--- config.mk ---
export PLATFORM = sky130hd
export DESIGN_NAME = ctl_axi_lite_initiator
export DESIGN_NICKNAME = d
export VERILOG_FILES = /design/src/rtl/ctl_axi_lite_initiator.sv
export SDC_FILE = /design/constraint.sdc
export NUM_CORES = 1
export LEC_CHECK = 0
export CAP_MARGIN = 10
export CORE_MARGIN = 5
export CORE_UTILIZATION = 41
export CTS_BUF_LIST = sky130_fd_sc_hd__clkbuf_16
export DETAILED_ROUTE_END_ITERATION = 8
export PLACE_DENSITY = 0.77
export SLEW_MARGIN = 20
export SYNTH_ARGS = -nofsm -noshare
export SYNTH_HDL_FRONTEND = slang
export SYNTH_SLANG_ARGS = --single-unit
--- constraint.sdc ---
create_clock -name clk -period 6.13 [get_ports clk]
set_input_delay 0.9195 -clock clk [delete_from_list [all_inputs] [get_ports clk]]
set_output_delay 0.9195 -clock clk [all_outputs]
set_load 0.05 [all_outputs]
--- src/rtl/ctl_axi_lite_initiator.sv ---
// Single-outstanding command/response to AXI4-Lite master bridge for a partition control port.
// A cycle-count timeout converts a silent partition into a local DECERR response and a sticky hung flag.
module ctl_axi_lite_initiator #(
  parameter int ADDR_WIDTH     = 32,
  parameter int TIMEOUT_CYCLES = 1024
) (
  input  logic                  clk,
  input  logic                  rst,
  input  logic                  cmd_valid,
  output logic                  cmd_ready,
  input  logic                  cmd_write,
  input  logic [ADDR_WIDTH-1:0] cmd_addr,
  input  logic [31:0]           cmd_wdata,
  input  logic [3:0]            cmd_wstrb,
  output logic                  rsp_valid,
  input  logic                  rsp_ready,
  output logic [31:0]           rsp_rdata,
  output logic [1:0]            rsp_resp,
  output logic                  rsp_timeout,
  output logic                  hung,
  input  logic                  clear,
  output logic [ADDR_WIDTH-1:0] CTL_M_AXI_LITE_awaddr,
  output logic [2:0]            CTL_M_AXI_LITE_awprot,
  output logic                  CTL_M_AXI_LITE_awvalid,
  input  logic                  CTL_M_AXI_LITE_awready,
  output logic [31:0]           CTL_M_AXI_LITE_wdata,
  output logic [3:0]            CTL_M_AXI_LITE_wstrb,
  output logic                  CTL_M_AXI_LITE_wvalid,
  input  logic                  CTL_M_AXI_LITE_wready,
  input  logic [1:0]            CTL_M_AXI_LITE_bresp,
  input  logic                  CTL_M_AXI_LITE_bvalid,
  output logic                  CTL_M_AXI_LITE_bready,
  output logic [ADDR_WIDTH-1:0] CTL_M_AXI_LITE_araddr,
  output logic [2:0]            CTL_M_AXI_LITE_arprot,
  output logic                  CTL_M_AXI_LITE_arvalid,
  input  logic                  CTL_M_AXI_LITE_arready,
  input  logic [31:0]           CTL_M_AXI_LITE_rdata,
  input  logic [1:0]            CTL_M_AXI_LITE_rresp,
  input  logic                  CTL_M_AXI_LITE_rvalid,
  output logic                  CTL_M_AXI_LITE_rready
);

  localparam int CW = $clog2(TIMEOUT_CYCLES + 1);
  localparam logic [CW-1:0] CNT_LAST = CW'(TIMEOUT_CYCLES - 1);
  localparam logic [CW-1:0] CNT_MAX  = CW'(TIMEOUT_CYCLES);
  localparam logic [1:0]    DECERR   = 2'b11;

  typedef enum logic [2:0] {IDLE, WR_REQ, WR_RESP, RD_REQ, RD_RESP, RSP} state_t;

  state_t                state, state_nxt;
  logic [CW-1:0]         cnt, cnt_nxt;
  logic                  take_to;
  logic                  aw_left, w_left;
  logic                  cmd_ready_nxt, rsp_valid_nxt, rsp_timeout_nxt;
  logic [31:0]           rsp_rdata_nxt;
  logic [1:0]            rsp_resp_nxt;
  logic [ADDR_WIDTH-1:0] awaddr_nxt, araddr_nxt;
  logic [31:0]           wdata_nxt;
  logic [3:0]            wstrb_nxt;
  logic                  awvalid_nxt, wvalid_nxt, bready_nxt, arvalid_nxt, rready_nxt;

  assign CTL_M_AXI_LITE_awprot = 3'b000;
  assign CTL_M_AXI_LITE_arprot = 3'b000;

  // Each write channel stays valid until its own handshake.
  assign aw_left = CTL_M_AXI_LITE_awvalid & ~CTL_M_AXI_LITE_awready;
  assign w_left  = CTL_M_AXI_LITE_wvalid  & ~CTL_M_AXI_LITE_wready;

  always_comb begin
    state_nxt       = state;
    cnt_nxt         = cnt;
    take_to         = 1'b0;
    rsp_valid_nxt   = rsp_valid;
    rsp_rdata_nxt   = rsp_rdata;
    rsp_resp_nxt    = rsp_resp;
    rsp_timeout_nxt = rsp_timeout;
    awaddr_nxt      = CTL_M_AXI_LITE_awaddr;
    araddr_nxt      = CTL_M_AXI_LITE_araddr;
    wdata_nxt       = CTL_M_AXI_LITE_wdata;
    wstrb_nxt       = CTL_M_AXI_LITE_wstrb;
    awvalid_nxt     = CTL_M_AXI_LITE_awvalid;
    wvalid_nxt      = CTL_M_AXI_LITE_wvalid;
    bready_nxt      = CTL_M_AXI_LITE_bready;
    arvalid_nxt     = CTL_M_AXI_LITE_arvalid;
    rready_nxt      = CTL_M_AXI_LITE_rready;

    // Saturating at TIMEOUT_CYCLES keeps the counter from wrapping if a
    // handshake lands exactly on the expiry cycle.
    if (state inside {WR_REQ, WR_RESP, RD_REQ, RD_RESP})
      cnt_nxt = (cnt == CNT_MAX) ? cnt : cnt + 1'b1;

    case (state)
      IDLE: begin
        if (cmd_valid && cmd_ready) begin
          cnt_nxt = '0;
          if (hung) begin
            state_nxt       = RSP;
            rsp_valid_nxt   = 1'b1;
            rsp_rdata_nxt   = '0;
            rsp_resp_nxt    = DECERR;
            rsp_timeout_nxt = 1'b1;
          end else if (cmd_write) begin
            state_nxt   = WR_REQ;
            awaddr_nxt  = cmd_addr;
            wdata_nxt   = cmd_wdata;
            wstrb_nxt   = cmd_wstrb;
            awvalid_nxt = 1'b1;
            wvalid_nxt  = 1'b1;
          end else begin
            state_nxt   = RD_REQ;
            araddr_nxt  = cmd_addr;
            arvalid_nxt = 1'b1;
          end
        end
      end
      WR_REQ: begin
        if (!aw_left && !w_left) begin
          state_nxt   = WR_RESP;
          awvalid_nxt = 1'b0;
          wvalid_nxt  = 1'b0;
          bready_nxt  = 1'b1;
        end else if (cnt >= CNT_LAST) begin
          take_to = 1'b1;
        end else begin
          awvalid_nxt = aw_left;
          wvalid_nxt  = w_left;
        end
      end
      WR_RESP: begin
        if (CTL_M_AXI_LITE_bvalid) begin
          state_nxt       = RSP;
          bready_nxt      = 1'b0;
          rsp_valid_nxt   = 1'b1;
          rsp_rdata_nxt   = '0;
          rsp_resp_nxt    = CTL_M_AXI_LITE_bresp;
          rsp_timeout_nxt = 1'b0;
        end else if (cnt >= CNT_LAST) begin
          take_to = 1'b1;
        end
      end
      RD_REQ: begin
        if (CTL_M_AXI_LITE_arready) begin
          state_nxt   = RD_RESP;
          arvalid_nxt = 1'b0;
          rready_nxt  = 1'b1;
        end else if (cnt >= CNT_LAST) begin
          take_to = 1'b1;
        end
      end
      RD_RESP: begin
        if (CTL_M_AXI_LITE_rvalid) begin
          state_nxt       = RSP;
          rready_nxt      = 1'b0;
          rsp_valid_nxt   = 1'b1;
          rsp_rdata_nxt   = CTL_M_AXI_LITE_rdata;
          rsp_resp_nxt    = CTL_M_AXI_LITE_rresp;
          rsp_timeout_nxt = 1'b0;
        end else if (cnt >= CNT_LAST) begin
          take_to = 1'b1;
        end
      end
      RSP: begin
        if (rsp_ready) begin
          state_nxt     = IDLE;
          rsp_valid_nxt = 1'b0;
        end
      end
      default: state_nxt = IDLE;
    endcase

    // Abandon the transaction: unhandshaken valids are dropped on purpose so
    // the partition is decoupled before it is reloaded.
    if (take_to) begin
      state_nxt       = RSP;
      awvalid_nxt     = 1'b0;
      wvalid_nxt      = 1'b0;
      bready_nxt      = 1'b0;
      arvalid_nxt     = 1'b0;
      rready_nxt      = 1'b0;
      rsp_valid_nxt   = 1'b1;
      rsp_rdata_nxt   = '0;
      rsp_resp_nxt    = DECERR;
      rsp_timeout_nxt = 1'b1;
    end

    cmd_ready_nxt = (state_nxt == IDLE);
  end

  always_ff @(posedge clk or posedge rst) begin
    if (rst) begin
      state                  <= IDLE;
      cnt                    <= '0;
      cmd_ready              <= 1'b0;
      rsp_valid              <= 1'b0;
      rsp_rdata              <= '0;
      rsp_resp               <= '0;
      rsp_timeout            <= 1'b0;
      CTL_M_AXI_LITE_awaddr  <= '0;
      CTL_M_AXI_LITE_araddr  <= '0;
      CTL_M_AXI_LITE_wdata   <= '0;
      CTL_M_AXI_LITE_wstrb   <= '0;
      CTL_M_AXI_LITE_awvalid <= 1'b0;
      CTL_M_AXI_LITE_wvalid  <= 1'b0;
      CTL_M_AXI_LITE_bready  <= 1'b0;
      CTL_M_AXI_LITE_arvalid <= 1'b0;
      CTL_M_AXI_LITE_rready  <= 1'b0;
    end else begin
      state                  <= state_nxt;
      cnt                    <= cnt_nxt;
      cmd_ready              <= cmd_ready_nxt;
      rsp_valid              <= rsp_valid_nxt;
      rsp_rdata              <= rsp_rdata_nxt;
      rsp_resp               <= rsp_resp_nxt;
      rsp_timeout            <= rsp_timeout_nxt;
      CTL_M_AXI_LITE_awaddr  <= awaddr_nxt;
      CTL_M_AXI_LITE_araddr  <= araddr_nxt;
      CTL_M_AXI_LITE_wdata   <= wdata_nxt;
      CTL_M_AXI_LITE_wstrb   <= wstrb_nxt;
      CTL_M_AXI_LITE_awvalid <= awvalid_nxt;
      CTL_M_AXI_LITE_wvalid  <= wvalid_nxt;
      CTL_M_AXI_LITE_bready  <= bready_nxt;
      CTL_M_AXI_LITE_arvalid <= arvalid_nxt;
      CTL_M_AXI_LITE_rready  <= rready_nxt;
    end
  end

  // A timeout outranks a simultaneous clear.
  always_ff @(posedge clk or posedge rst) begin
    if (rst)          hung <= 1'b0;
    else if (take_to) hung <= 1'b1;
    else if (clear)   hung <= 1'b0;
  end

endmodule
==> summary.txt <==
Status: finished, final reports clean
Fin crit share: 61.92%
GPL Wtd Cong: 0.8704
Detailed Route Iter0 Violations: 191
Final Max Slew Viols: 0
Area of the multi-input gates: 2198 um2
Reg-to-reg endpoint: CTL_M_AXI_LITE_wdata[11]
Post-Synth XOR/XNOR Area: 0.4129%
Max Root-Sink Buffers: 2
ANT nets after route: 0
Worst Path Arrival: 4.10 ns
Hold_buf cts: 0
Setup Skew: 0.004820 ns
Initial antenna violation count: 0
Hold EP: CTL_M_AXI_LITE_wdata[18]
Fillers: 1160
Height of the die: 134.6 um
Diode count: 0
Core region area: 15200 um2
# Max-Cap Violations: 0
Vias in the first global route: 5002
CP delay by family, top: simple AND/OR/NAND/NOR gates
Worst Hold Class: flip-flop to flip-flop
Unrepaired setup endpoints after global routing: no
Top-count cell post-synth: dfrtp_1
Syn Area/Cell: 14.20 um2
Hold Path Origin: CTL_M_AXI_LITE_wdata[18]
Fmax: 0.2634 GHz
Adder-Cell Fraction of Synth Area: 0.3932%
Crit-path slowest cell: and3_2
Die W: 134.6 um
Syn. warnings: 0
Mux cell area share after synthesis: 18.01%
Worst path bufs/invs: 2
Layout cell share with drive strength beyond 1: 18.44%
I/O pins: 264
Reg-to-reg slack, setup: 2.59 ns
Hold depth: 1
Reg2Reg Depth: 4
Dominant synthesized flop cell: dfrtp_1
CP cell instances: clkdlybuf4s50_1, nand2_1, nor4_2, and3_2, buf_4, mux2_2
Pwr/cell area: 637.4 nW/um2
Post-Syn Instances: 448
GRT Total Usage: 19.08%
CTS H-tree lvls: 4
Commonest cells post-synth: dfrtp_1 (157), mux2_2 (89), a22o_1 (32), a21oi_1 (15), buf_4 (13)
CP Capture Type: flip-flop
Worst r2r src: state[0]
Number of buffers created by CTS: 17
Worst-margin pin slew: 1.062 ns
Post_cts resized: 0
Routed WL per cell: 19.07 um
Min Tclk post-route: 3.796 ns
Main area contributors after synthesis: dfrtp_1 (62%), mux2_2 (16%), a22o_1 (4.4%)
Critical Path Max Stage Delay: 1.03 ns
Cell taking the most area after synthesis: dfrtp_1
# DRC: 0
Crit Path Class: input port to flip-flop
TNS Setup: 0 ns
First-pass GRT wire length: 27.25 mm
Port Buffers: 257
Worst-path clk slew: 0.06 ns
Required time of the critical path: 6.43 ns
Setup Buffers After CTS: 0
Distinct cells, synth: 54
Initial core utilization: 41.86%
Pleak: 4.126 nW
Die Area: 18110 um2
Largest net degree at the start of global routing: 99
Sequential Area: 3929 um2
Async S/R FF share, synth: 100.0%
Main combinational cell family by area after synthesis: multiplexers
Slew margin rel.: 29.19%
CTS tree: yes
Cell Rows: 45
Total number of vias: 4637
Setup Viol. Count Final: 0
Post-synth top area share: 61.74%
Post-Synth Simple-Gate Area: 6.311%
Routed WL: 17.24 mm
Worst vdd ir: 0.3912 mV
Total Nets Final: 820
Area growth, synth to finish: 51.06%
Root Buffer: clkbuf_16
Synthesized area: 6364 um2
DR vias/cell: 5.129
Final Core Density: 63.23%
Post-synthesis sequential area ratio: 61.74%
Clk sinks: 157
Seq cells post-synth: 157
Crit Path Max Fanout: 44
Critical Path Start Type: input port
Hold Fails Final Rpt: 0
Number of synthesized flops with an enable pin: 0
Aggregate global routing overflow: 0
Drt pass-1 iters: 4
Clock latency on the worst-skew pair: 0.42 ns
Compound-gate portion of the synthesized area: 8.926%
Dpl hpwl: 12.51 mm
## kinds of logic after synthesis
group,count (synthesis)
other,1
adders and majority gates,2
muxes,102
xor gates and xnor gates,3
and+or+nand+nor,67
DFF,157
AOI/OAI and AO/OA,76
buffers and inverters,40
## worst max path at each step
stage | from | to | cells past startpoint
after CTS | cmd_valid | CTL_M_AXI_LITE_wdata[4] | 6
after global placement | cmd_valid | CTL_M_AXI_LITE_wdata[28] | 6
after floorplan | rst | CTL_M_AXI_LITE_araddr[0] | 1
after global routing | cmd_valid | CTL_M_AXI_LITE_wdata[25] | 6
after detailed placement | cmd_valid | CTL_M_AXI_LITE_wdata[4] | 6
final | cmd_valid | CTL_M_AXI_LITE_wdata[11] | 6
## placed cells by master (no fill, tap or decap), types with 2 or more instances in the layout
master,n
clkdlybuf4s50_1,257
dfrtp_1,157
mux2_2,89
a22o_1,32
clkbuf_16,17
a21oi_1,15
nand2_1,11
mux2_1,11
nor2_1,10
inv_1,9
o21ai_0,9
or3_1,8
nand3_1,7
conb_1,6
clkinvlp_4,6
nor2b_1,5
nand2b_1,4
nand4_1,4
buf_4,4
inv_6,3
bufinv_16,3
nor3b_1,2
a21o_1,2
and3_1,2
o211a_1,2
xnor2_1,2
nor3_1,2
o22ai_1,2
mux2i_1,2
ha_1,2
clkinv_1,2
## power by group
part | leakage [nW] | switching [mW] | internal (mW)
Combinational | 1.86 | 2.10 | 1.18
Sequential | 1.99 | 0.302 | 1.49
Clock | 0.274 | 0.422 | 0.638
## metal layers
layer / part of all wire [%] / global-route usage (%) / wire length (um)
met5: 0 / 0 / 0
met4: 1.8 / 6.165 / 306
met3: 8.9 / 7.899 / 1536
met2: 51 / 32.71 / 8804
met1: 38 / 21.75 / 6592
## cell type report
type | instances | area share [%]
Clock buffer | 17 | 4.425
Clock inverter | 15 | 1.796
Inverter | 9 | 0.4035
Multi-Input combinational cell | 256 | 22.87
Sequential cell | 157 | 40.87
Tap cell | 188 | 2.447
Timing Repair Buffer | 262 | 27.19
## flip-flops by register name (all words and copies together), names as in the netlist, 2 cells and up
name                   flops
CTL_M_AXI_LITE_araddr     32
CTL_M_AXI_LITE_awaddr     32
CTL_M_AXI_LITE_wdata      32
CTL_M_AXI_LITE_wstrb       4
cnt                       11
rsp_rdata                 32
rsp_resp                   2
state                      3
## worst register-to-register path, delay by kind of cell, from the launching register on
family / cells / cell delay [ns]
buffers and inverters: 1 / 0.43
DFF: 1 / 0.61
muxes: 1 / 0.36
and+or+nand+nor: 2 / 2.03
## metrics by stage
step	instances	worst slack [ns]	hold WS, ns	instance area (um2)	total power, mW
detailed placement	872	1.866	0.4788	9014	5.092
global placement	871	1.980	0.4724	9002	5.034
global route	904	2.140	0.5136	9613	6.407
floorplan	453	0.9756	0.5346	6382	3.980
finish	904	2.334	0.4916	9613	6.128
CTS	904	2.331	0.4953	9612	6.187
Note: power is estimated with default switching activity, not from simulation.
